## src/rtl/fifo_reader_if.sv

```systemverilog
// Handshake bundle for fifo_reader: FIFO read side, downstream ready/valid
// side, enable control and status outputs.
interface fifo_reader_if #(
  parameter int WORD_SIZE = 10,
  parameter int CNT_W     = 8
);
  logic                 enable;
  logic                 fifo_empty;
  logic [WORD_SIZE-1:0] fifo_data_out;
  logic                 fifo_rd;
  logic                 out_ready;
  logic                 out_valid;
  logic [WORD_SIZE-1:0] out_data;
  logic [CNT_W-1:0]     words_out;
  logic                 busy;

  // The reader itself: consumes FIFO data and ready, produces strobe and output
  modport master (
    input  enable, fifo_empty, fifo_data_out, out_ready,
    output fifo_rd, out_valid, out_data, words_out, busy
  );

  // The environment around the reader: FIFO plus downstream consumer
  modport slave (
    output enable, fifo_empty, fifo_data_out, out_ready,
    input  fifo_rd, out_valid, out_data, words_out, busy
  );
endinterface

```

## src/rtl/fifo_reader.sv

```systemverilog
// fifo_reader: pulls words out of a 1-cycle-latency FIFO into a 2-entry
// in-order output buffer and hands them downstream over ready/valid.
// Reads are credit-limited so the buffer can never overflow.
module fifo_reader #(
  parameter int WORD_SIZE = 10,
  parameter int CNT_W     = 8
) (
  input  logic          clk,
  input  logic          reset,
  fifo_reader_if.master bus
);

  typedef enum logic [1:0] {IDLE, FILL, FULL} state_t;

  state_t               state;
  state_t               state_next;
  logic [1:0]           occ;
  logic                 infl;
  logic [WORD_SIZE-1:0] buf_head;
  logic [WORD_SIZE-1:0] buf_tail;
  logic                 out_valid_q;
  logic [CNT_W-1:0]     words_cnt;

  logic                 pop;
  logic                 rd;
  logic [1:0]           occ_next;
  logic [1:0]           slot;
  logic [WORD_SIZE-1:0] head_next;
  logic [WORD_SIZE-1:0] tail_next;

  assign pop = out_valid_q & bus.out_ready;

  // Buffer bookkeeping: occupancy after this edge, where the in-flight word lands,
  // and the shifted/appended buffer contents (pop and capture may coincide)
  always_comb begin
    occ_next  = occ + {1'b0, infl} - {1'b0, pop};
    slot      = occ - {1'b0, pop};
    head_next = buf_head;
    tail_next = buf_tail;
    if (pop) begin
      head_next = buf_tail;
    end
    if (infl) begin
      if (slot == 2'd0) begin
        head_next = bus.fifo_data_out;
      end else begin
        tail_next = bus.fifo_data_out;
      end
    end
  end

  // A new read is only issued when the word it returns is guaranteed a free slot
  assign rd = reset & bus.enable & ~bus.fifo_empty & (occ_next < 2'd2);

  // Next FSM state follows directly from next occupancy and next in-flight flag
  always_comb begin
    state_next = FILL;
    if (occ_next == 2'd0 && !rd) begin
      state_next = IDLE;
    end else if (occ_next == 2'd2) begin
      state_next = FULL;
    end
  end

  // All registered state; reset wipes everything, including any word in flight
  always_ff @(posedge clk or negedge reset) begin
    if (!reset) begin
      state       <= IDLE;
      occ         <= 2'd0;
      infl        <= 1'b0;
      buf_head    <= '0;
      buf_tail    <= '0;
      out_valid_q <= 1'b0;
      words_cnt   <= '0;
    end else begin
      state       <= state_next;
      occ         <= occ_next;
      infl        <= rd;
      buf_head    <= head_next;
      buf_tail    <= tail_next;
      out_valid_q <= (occ_next != 2'd0);
      if (pop) begin
        words_cnt <= words_cnt + CNT_W'(1);
      end
    end
  end

  assign bus.fifo_rd   = rd;
  assign bus.out_valid = out_valid_q;
  assign bus.out_data  = buf_head;
  assign bus.words_out = words_cnt;
  assign bus.busy      = (state != IDLE);

endmodule

```

## src/flat_wrapper.sv

```systemverilog
// flat-port wrapper written by rule: the top's interface ports become plain ports
module fifo_reader_flat 
#(
  parameter int WORD_SIZE = 10,
  parameter int CNT_W     = 8
)
  (clk, reset, bus_enable, bus_fifo_empty, bus_fifo_data_out, bus_out_ready, bus_fifo_rd, bus_out_valid, bus_out_data, bus_words_out, bus_busy);
  fifo_reader_if #(.WORD_SIZE(WORD_SIZE), .CNT_W(CNT_W)) bus_i ();
  input  logic clk;
  input  logic reset;
  input wire logic [$bits(bus_i.enable)-1:0] bus_enable;
  input wire logic [$bits(bus_i.fifo_empty)-1:0] bus_fifo_empty;
  input wire logic [$bits(bus_i.fifo_data_out)-1:0] bus_fifo_data_out;
  input wire logic [$bits(bus_i.out_ready)-1:0] bus_out_ready;
  output wire logic [$bits(bus_i.fifo_rd)-1:0] bus_fifo_rd;
  output wire logic [$bits(bus_i.out_valid)-1:0] bus_out_valid;
  output wire logic [$bits(bus_i.out_data)-1:0] bus_out_data;
  output wire logic [$bits(bus_i.words_out)-1:0] bus_words_out;
  output wire logic [$bits(bus_i.busy)-1:0] bus_busy;
  assign bus_i.enable = bus_enable;
  assign bus_i.fifo_empty = bus_fifo_empty;
  assign bus_i.fifo_data_out = bus_fifo_data_out;
  assign bus_i.out_ready = bus_out_ready;
  assign bus_fifo_rd = bus_i.fifo_rd;
  assign bus_out_valid = bus_i.out_valid;
  assign bus_out_data = bus_i.out_data;
  assign bus_words_out = bus_i.words_out;
  assign bus_busy = bus_i.busy;
  fifo_reader #(.WORD_SIZE(WORD_SIZE), .CNT_W(CNT_W)) u_core (.clk(clk), .reset(reset), .bus(bus_i));
endmodule
```

## config.mk

```make
export PLATFORM = sky130hd
export DESIGN_NAME = fifo_reader_flat
export DESIGN_NICKNAME = d
export VERILOG_FILES = /design/src/rtl/fifo_reader_if.sv /design/src/rtl/fifo_reader.sv /design/src/flat_wrapper.sv
export SDC_FILE = /design/constraint.sdc
export NUM_CORES = 1
export LEC_CHECK = 0
export ABC_AREA = 1
export CORE_UTILIZATION = 40
export CTS_CLUSTER_DIAMETER = 40
export DETAILED_ROUTE_END_ITERATION = 7
export HOLD_SLACK_MARGIN = 0.02
export PLACE_DENSITY = 0.65
export SETUP_SLACK_MARGIN = 0.2
export SYNTH_ARGS = -nofsm -noshare
export SYNTH_HDL_FRONTEND = slang
export SYNTH_SLANG_ARGS = --single-unit
```

## constraint.sdc

```tcl
create_clock -name clk -period 2.43 [get_ports clk]
set_input_delay 0.6075 -clock clk [delete_from_list [all_inputs] [get_ports clk]]
set_output_delay 0.6075 -clock clk [all_outputs]
set_load 0.1 [all_outputs]
```

[After elaboration in Yosys (flattened, before gate mapping)]
Cells that the tools add are included.
Operators by class
  add/subtract/negate cells: 4
  $lt $le $gt $ge: 1
  eq/ne operators: 1
  mux-type cells: 5
  bitwise gates (word level): 6
  reduce and logical (&&, ||, !) cells: 7
Operator list (number)
  2-to-1 mux 10 bit: 3
  adder 8 x 1 -> 8 bit, second input constant: 1
  bitwise AND 1 bit: 4
  zero test 2 bit: 2
  2-to-1 mux 2 bit: 2
  nonzero test 2 bit: 2
  subtractor 2 x 1 -> 2 bit: 2
  adder 2 x 1 -> 2 bit: 1
  equality test 2 bit, second input constant: 1
  less-than comparator 2 bit, second input constant: 1
  inverter 1 bit: 2
  AND reduction 2 bit: 1
  logical AND 1 bit: 1
  zero test 1 bit: 1
Storage, ports and cells
  flip-flop bits (word level): 34
  logic and storage cells: 31

[Logic depth before layout (Yosys ltp)]
Gate-level depths: netlist of the first run.
  depth after elaboration: 7
  depth in mapped cells: 12
  mapped depth without buffers: 11

[Least setup slack after synthesis of the first run]
No wires, ideal clock.
  path type: flip-flop to output port
  from: reg u_core.out_valid_q (netlist: u_core.bus.out_valid)
  to: out bus_fifo_rd
  data arrival time: 2.662 ns
  required time: 1.822 ns
  slack: -0.840 ns
  cell stages (with the launch flop): 13
  path buffers: 1
  path through: dfrtp_1 > nand2_4 > clkinv_4 > nand2_4 > nand2_4 > buf_6 > inv_1 > ha_1 > xnor2_1 > nand2_1 > nand2_1 > nand2_1 > inv_1
Between the ends
  cells in the longest elaborated chain, start to end: 4
Ends and longest elaborated chain
  start: declaration: line fifo_reader.sv:21  | logic out_valid_q;
  start signal: assignment: line fifo_reader.sv:81  | out_valid_q <= (occ_next != 2'd0);
  bitwise AND 1 bit: line fifo_reader.sv:31  | assign pop = out_valid_q & bus.out_ready;
  subtractor 2 x 1 -> 2 bit: line fifo_reader.sv:36  | occ_next = occ + {1'b0, infl} - {1'b0, pop};
  less-than comparator 2 bit: line fifo_reader.sv:53  | assign rd = reset & bus.enable & ~bus.fifo_empty & (occ_next < 2'd2);
  bitwise AND 1 bit: line fifo_reader.sv:53
  end: declaration: line flat_wrapper.sv:15  | output wire logic [$bits(bus_i.fifo_rd)-1:0] bus_fifo_rd;
Every way passes these cells.

[Final worst setup path of the first run]
Ends and elaborated chain as after synthesis.

==> results_dict.tcl, run 1 <==
set metrics [dict create \
    hold_class "register to register" \
    cpPeakStageDelay_ps 490 \
    reg2reg_depth 9 \
    clk_pin_slew_ps 60 \
    synth-edff-count 0 \
    syn_avg_cell_area_um2 8.34 \
    fin_ws_ps -29.2 \
    drt_first_pass_iters 4 \
    post_dp_cell_area_mm2 0.00207 \
    n_fill_cell 359 \
    post-synth-top-count-cell "nand2_1" \
    drive_gt1_frac 0.238 \
    cp_max_fo 4 \
    synth_flop_cell "dfrtp_1" \
    rows 22 \
    gp_congestion 0.734 \
    io_buffers 35 \
    multi_input_area_um2 702 \
    hold_depth 2 \
    synth_cell_types 21 \
    postRouteAntennaNets 0 \
    hold_path_end "u_core.buf_tail[8]$_DFFE_PN0P_" \
    synth_area_mm2 0.00165 \
    die_x_um 66.3 \
    num_vias 1397 \
    setup_tns_ps -29.2 \
    avgViaCountPerCell 4.78 \
    synth-warning-count 0 \
    nets 262 \
    synth_top_area_frac 0.515 \
    core-area_mm2 0.00380 \
    syn_inst 198 \
    worst_clock_skew_ps 2.45 \
    cts_tree "yes" \
    fin_worst_hold_slack_ps 472 \
    cts_max_level 2 \
    fp.dieH_um 66.3 \
    clock-root-buffer "clkbuf_8" \
    antenna_found_initial 0 \
    hold_buffers 0 \
    n_antenna_cell 0 \
    synth.area.top_cells "dfrtp_1 (52%), nand2_1 (21%), nand4_1 (4.9%)" \
    grt_usage 0.196 \
    critical_path_class "register to primary output" \
    critPathSlowestCell "dfrtp_4" \
    rsz0062_at_grt "yes" \
    grt_pass1_vias 1373 \
    cp-end-kind "primary output" \
    finalCritPeriodShare 1.01 \
    critPathMostFrequentCell "nand2_2" \
    grt_pass1_wl_um 6290 \
    seq_area_um2 855 \
    fin_area_mm2 0.00217 \
    die_area_mm2 0.00439 \
    cts_sinks 34 \
    dpl.hpwl_um 2450 \
    r2r_end "u_core.buf_tail[5]$_DFFE_PN0P_" \
    clockBufferDepth 2 \
    syn_to_final_growth_pct 31.6 \
    rr_startpoint "u_core.bus.out_valid$_DFF_PN0_" \
    gr-total-overflow 0 \
    report.final.hold_viol_count 0 \
    place_ws_ps -444 \
    worst_pin_slew_ps 508 \
    remaining_drc_errors 0 \
    ff2ff_setup_slack_ps 880 \
    cp.required_ps 1820 \
    synthTopCellsByCount "nand2_1 (91), dfrtp_1 (34), nand3_1 (15)" \
    wl_per_cell_um 12.2 \
    start_util 0.435 \
    cp.arrival_ps 1850 \
    hold_start "u_core.buf_tail[8]$_DFFE_PN0P_" \
    crit_start "u_core.bus.out_valid$_DFF_PN0_" \
    async_flop_share 1.00 \
    cp-start-kind "register" \
    ys_seq_area_frac 0.515 \
    max_freq_mhz 407 \
    grt_max_degree 35 \
    ys_ff_latch 34 \
    relSlewSlack 0.661 \
    io_pins 36 \
    cts_buffers 5 \
    drtIter0Drc 83 \
    outcome "complete, but fails checks" \
    crit_chain "nand2_4 -> nand2_2 -> nand2_4 -> inv_4 -> ha_4 -> xor2_1 -> nand2_1 -> nand2_2 -> nand2_2 -> clkinvlp_4 -> buf_12" \
    finalCriticalPeriod_ps 2460 \
    drt-total-wl_um 3570 \
    clock_latency_ps 290 \
    maxCapViolCount 0 \
    setup_viol_count_final 1 \
    violations "negative setup slack" \
    drv_slew 0 \
    syn-num-nets 215 \
    yosys.area.top_type "dfrtp_1" \
]
worst max-delay path by stage:
stage	end	slack, ps	cells past startpoint
floorplan	bus_fifo_rd	-220	12
global placement	bus_fifo_rd	-420	13
detailed placement	bus_fifo_rd	-440	13
CTS	bus_fifo_rd	-50	12
global route	bus_fifo_rd	-140	12
finish	bus_fifo_rd	-30	11
per-stage QoR:
step                       util  std cells
after floorplan               -        198
after global placement    0.545        283
after detailed placement  0.545        283
after CTS                 0.571        292
after global routing      0.572        292
final                     0.572        292
cell type report:
cell class,instances,share of cell area
flip-flops and latches,34,0.393
multi-input cells,140,0.323
repair buffers,48,0.185
clock buffers,6,0.0380
inverters,16,0.0328
well taps,48,0.0276
layer usage:
| layer | GRT usage | part of all wire |
|---|---|---|
| met1 | 0.258 | 0.46 |
| met2 | 0.293 | 0.46 |
| met3 | 0.0500 | 0.054 |
| met4 | 0.104 | 0.022 |
| met5 | 0 | 0 |
worst max-delay path: cells and delay by family, from the launching register on:
family / cells / cell delay, ps
XOR/XNOR: 1 / 130
adder cells (fa/ha/maj): 1 / 150
buffers and inverters: 3 / 310
flip-flops: 1 / 490
AND/OR/NAND/NOR: 6 / 480
logic make-up (layout without fill, tap and decap cells):
family | Yosys count | in the layout | synth area share
buf+inv | 24 | 70 | 0.0720
flops | 34 | 34 | 0.515
fa+ha+maj | 2 | 2 | 0.0151
simple gates | 132 | 132 | 0.366
xor+xnor | 6 | 6 | 0.0318
cells in the final DEF, fill, tap and decap left out:
master	instances
nand2_1	88
buf_4	33
dfrtp_1	33
nand3_1	15
nand4_1	13
clkdlybuf4s50_1	13
inv_1	12
clkbuf_8	6
nand2_4	4
nand2_2	4
nor2_1	4
xor2_1	3
xnor2_1	3
clkinv_4	1
inv_4	1
clkinv_1	1
nand3_4	1
clkinvlp_4	1
or2_2	1
nand3_2	1
nor2_2	1
ha_4	1
ha_1	1
buf_2	1
buf_12	1
dfrtp_4	1
registers in the layout, indices dropped and copies added (netlist names):
signal and count:
u_core.buf_tail 10, u_core.bus.out_data 10, u_core.bus.words_out 8, u_core.occ 2
u_core.state 2, u_core.bus.out_valid 1, u_core.infl 1
what timing repair did:
item | in CTS | in global routing
endpoints found under the hold margin | 0 | 0
pin swaps | 4 | 3
resized for setup | 4 | 1
buffers inserted | 3 | 0
endpoints found under the setup margin | 1 | 1
Power of run 1 is not shown: default switching activity piles up to over one toggle a cycle in this logic, so the estimate is an artifact.
==> inputs of run 2 (changes only) <==
--- a/config.mk
+++ b/config.mk
@@ -6,6 +6,7 @@
 export NUM_CORES = 1
 export LEC_CHECK = 0
 export ABC_AREA = 1
+export CORE_MARGIN = 5
 export CORE_UTILIZATION = 40
 export CTS_CLUSTER_DIAMETER = 40
 export DETAILED_ROUTE_END_ITERATION = 7
==> results_dict.tcl, run 2 (synthesized netlist as in run 1, its figures left out) <==
set metrics [dict create \
    outcome "finished clean" \
    nets 262 \
    antenna_found_initial 0 \
    worst_clock_skew_ps 4.53 \
    cts_max_level 2 \
    rows 23 \
    cp-start-kind "register" \
    clock_latency_ps 290 \
    final_common_cell "nand2_1" \
    die_area_mm2 0.00551 \
    worst_pin_slew_ps 495 \
    avgViaCountPerCell 4.77 \
    clk_pin_slew_ps 70 \
    critical_path_class "register to primary output" \
    fin_cells 296 \
    drt_first_pass_iters 4 \
    report.final.hold_viol_count 0 \
    grt_pass1_vias 1381 \
    final_util 0.550 \
    setup_tns_ps 0 \
    finalCritPeriodShare 0.999 \
    die_x_um 74.3 \
    reg2reg_depth 12 \
    num_vias 1412 \
    io_buffers 35 \
    endpoint "bus_fifo_rd" \
    postRouteAntennaNets 0 \
    drt-total-wl_um 3530 \
    hold_start "u_core.buf_tail[9]$_DFFE_PN0P_" \
    drive_gt1_frac 0.248 \
    cts_buffers 5 \
    multi_input_area_um2 702 \
    dp_cells 284 \
    gp_congestion 0.764 \
    max_freq_mhz 412 \
    relSlewSlack 0.669 \
    cp-end-kind "primary output" \
    drv_slew 0 \
    setup_viol_count_final 0 \
    gr-total-overflow 0 \
    start_util 0.413 \
    fin_ws_ps 2.76 \
    grt_usage 0.149 \
    grt_pass1_wl_um 6270 \
    remaining_drc_errors 0 \
    cp.arrival_ps 1820 \
    core-area_mm2 0.00400 \
    n_antenna_cell 0 \
    cp.required_ps 1820 \
    ff2ff_setup_slack_ps 910 \
    dpl.hpwl_um 2440 \
    fp.dieH_um 74.3 \
    n_fill_cell 369 \
    io_pins 36 \
    drtIter0Drc 112 \
    r2r_end "u_core.state[0]$_DFF_PN0_" \
    layout_common_cells "nand2_1 (88), buf_4 (33), dfrtp_1 (33)" \
    cts_tree "yes" \
    hold_class "register to register" \
    cts_sinks 34 \
    maxCapViolCount 0 \
    rsz0062_at_grt "yes" \
    seq_area_um2 855 \
    wl_per_cell_um 11.9 \
    finalCriticalPeriod_ps 2430 \
    rr_startpoint "u_core.bus.out_valid$_DFF_PN0_" \
    cp_max_fo 3 \
    syn_to_final_growth_pct 33.3 \
    crit_start "u_core.bus.out_valid$_DFF_PN0_" \
    clock-root-buffer "clkbuf_8" \
    place_ws_ps -441 \
    clockBufferDepth 2 \
    grt_max_degree 35 \
]
## run 2: cell count changes in the layout (fill, tap and decap cells not counted), sizes merged
cell	previous run	this run
clkbuf	6	8
## run 2: layout make-up
type                       count  share of cell area
clock buffer                   8              0.0500
inverter                      16              0.0313
multi-input combinational    140               0.319
sequential                    34               0.388
tap                           50              0.0284
timing repair buffer          48               0.183
## run 2: per-stage QoR
stage | hold WS, ps | cell area, um2
final | 472 | 2200
after global routing | 493 | 2200
after CTS | 477 | 2200
after detailed placement | 459 | 2070
after global placement | 454 | 2070
after floorplan | 312 | 1680
## run 2: how the worst min path moves through the flow
stage                                          end  slack (ps)  cells after the start
floorplan           u_core.buf_tail[0]$_DFFE_PN0P_         310                      0
global placement    u_core.buf_tail[7]$_DFFE_PN0P_         450                      2
detailed placement  u_core.buf_tail[7]$_DFFE_PN0P_         460                      2
CTS                 u_core.buf_tail[7]$_DFFE_PN0P_         480                      2
global route        u_core.buf_tail[4]$_DFFE_PN0P_         490                      2
finish              u_core.buf_tail[9]$_DFFE_PN0P_         470                      2
## run 2: routing by layer
| layer | vias to the layer above | part of all wire | GRT usage |
|---|---|---|---|
| met5 | - | 0 | 0 |
| met1 | 661 | 0.45 | 0.185 |
| li1 | 718 | - | - |
| met3 | 6 | 0.058 | 0.0405 |
| met4 | 0 | 0.019 | 0.0593 |
| met2 | 27 | 0.47 | 0.249 |
## run 2: critical path, stage by stage (launching register included)
cell        delay [ps]
dfrtp_4            490
nand2_4             90
clkinv_4            60
nand2_4             50
nand2_4             50
inv_2               50
ha_4               130
xor2_1             140
nand2_1             80
nand2_2             70
nand2_2             70
clkinvlp_4          90
buf_12             170
## run 2: what timing repair did
item | 4_1_cts | 5_1_grt
buffers inserted | 4 | 0
setup endpoints to repair | 1 | 1
resized for setup | 4 | 1
hold buffers | 0 | 0
hold endpoints to repair | 0 | 0
pin swaps | 5 | 1
Power of run 2 is left out for the same reason.
==> inputs of run 3 (changes only) <==
--- a/config.mk
+++ b/config.mk
@@ -8,6 +8,7 @@
 export ABC_AREA = 1
 export CORE_MARGIN = 5
 export CORE_UTILIZATION = 40
+export CTS_BUF_LIST = sky130_fd_sc_hd__clkbuf_2 sky130_fd_sc_hd__clkbuf_4 sky130_fd_sc_hd__clkbuf_8
 export CTS_CLUSTER_DIAMETER = 40
 export DETAILED_ROUTE_END_ITERATION = 7
 export HOLD_SLACK_MARGIN = 0.02
==> results of run 3 <==
Final layout, timing and power as in run 2 (identical DEF).
Power of run 3 is left out for the same reason.
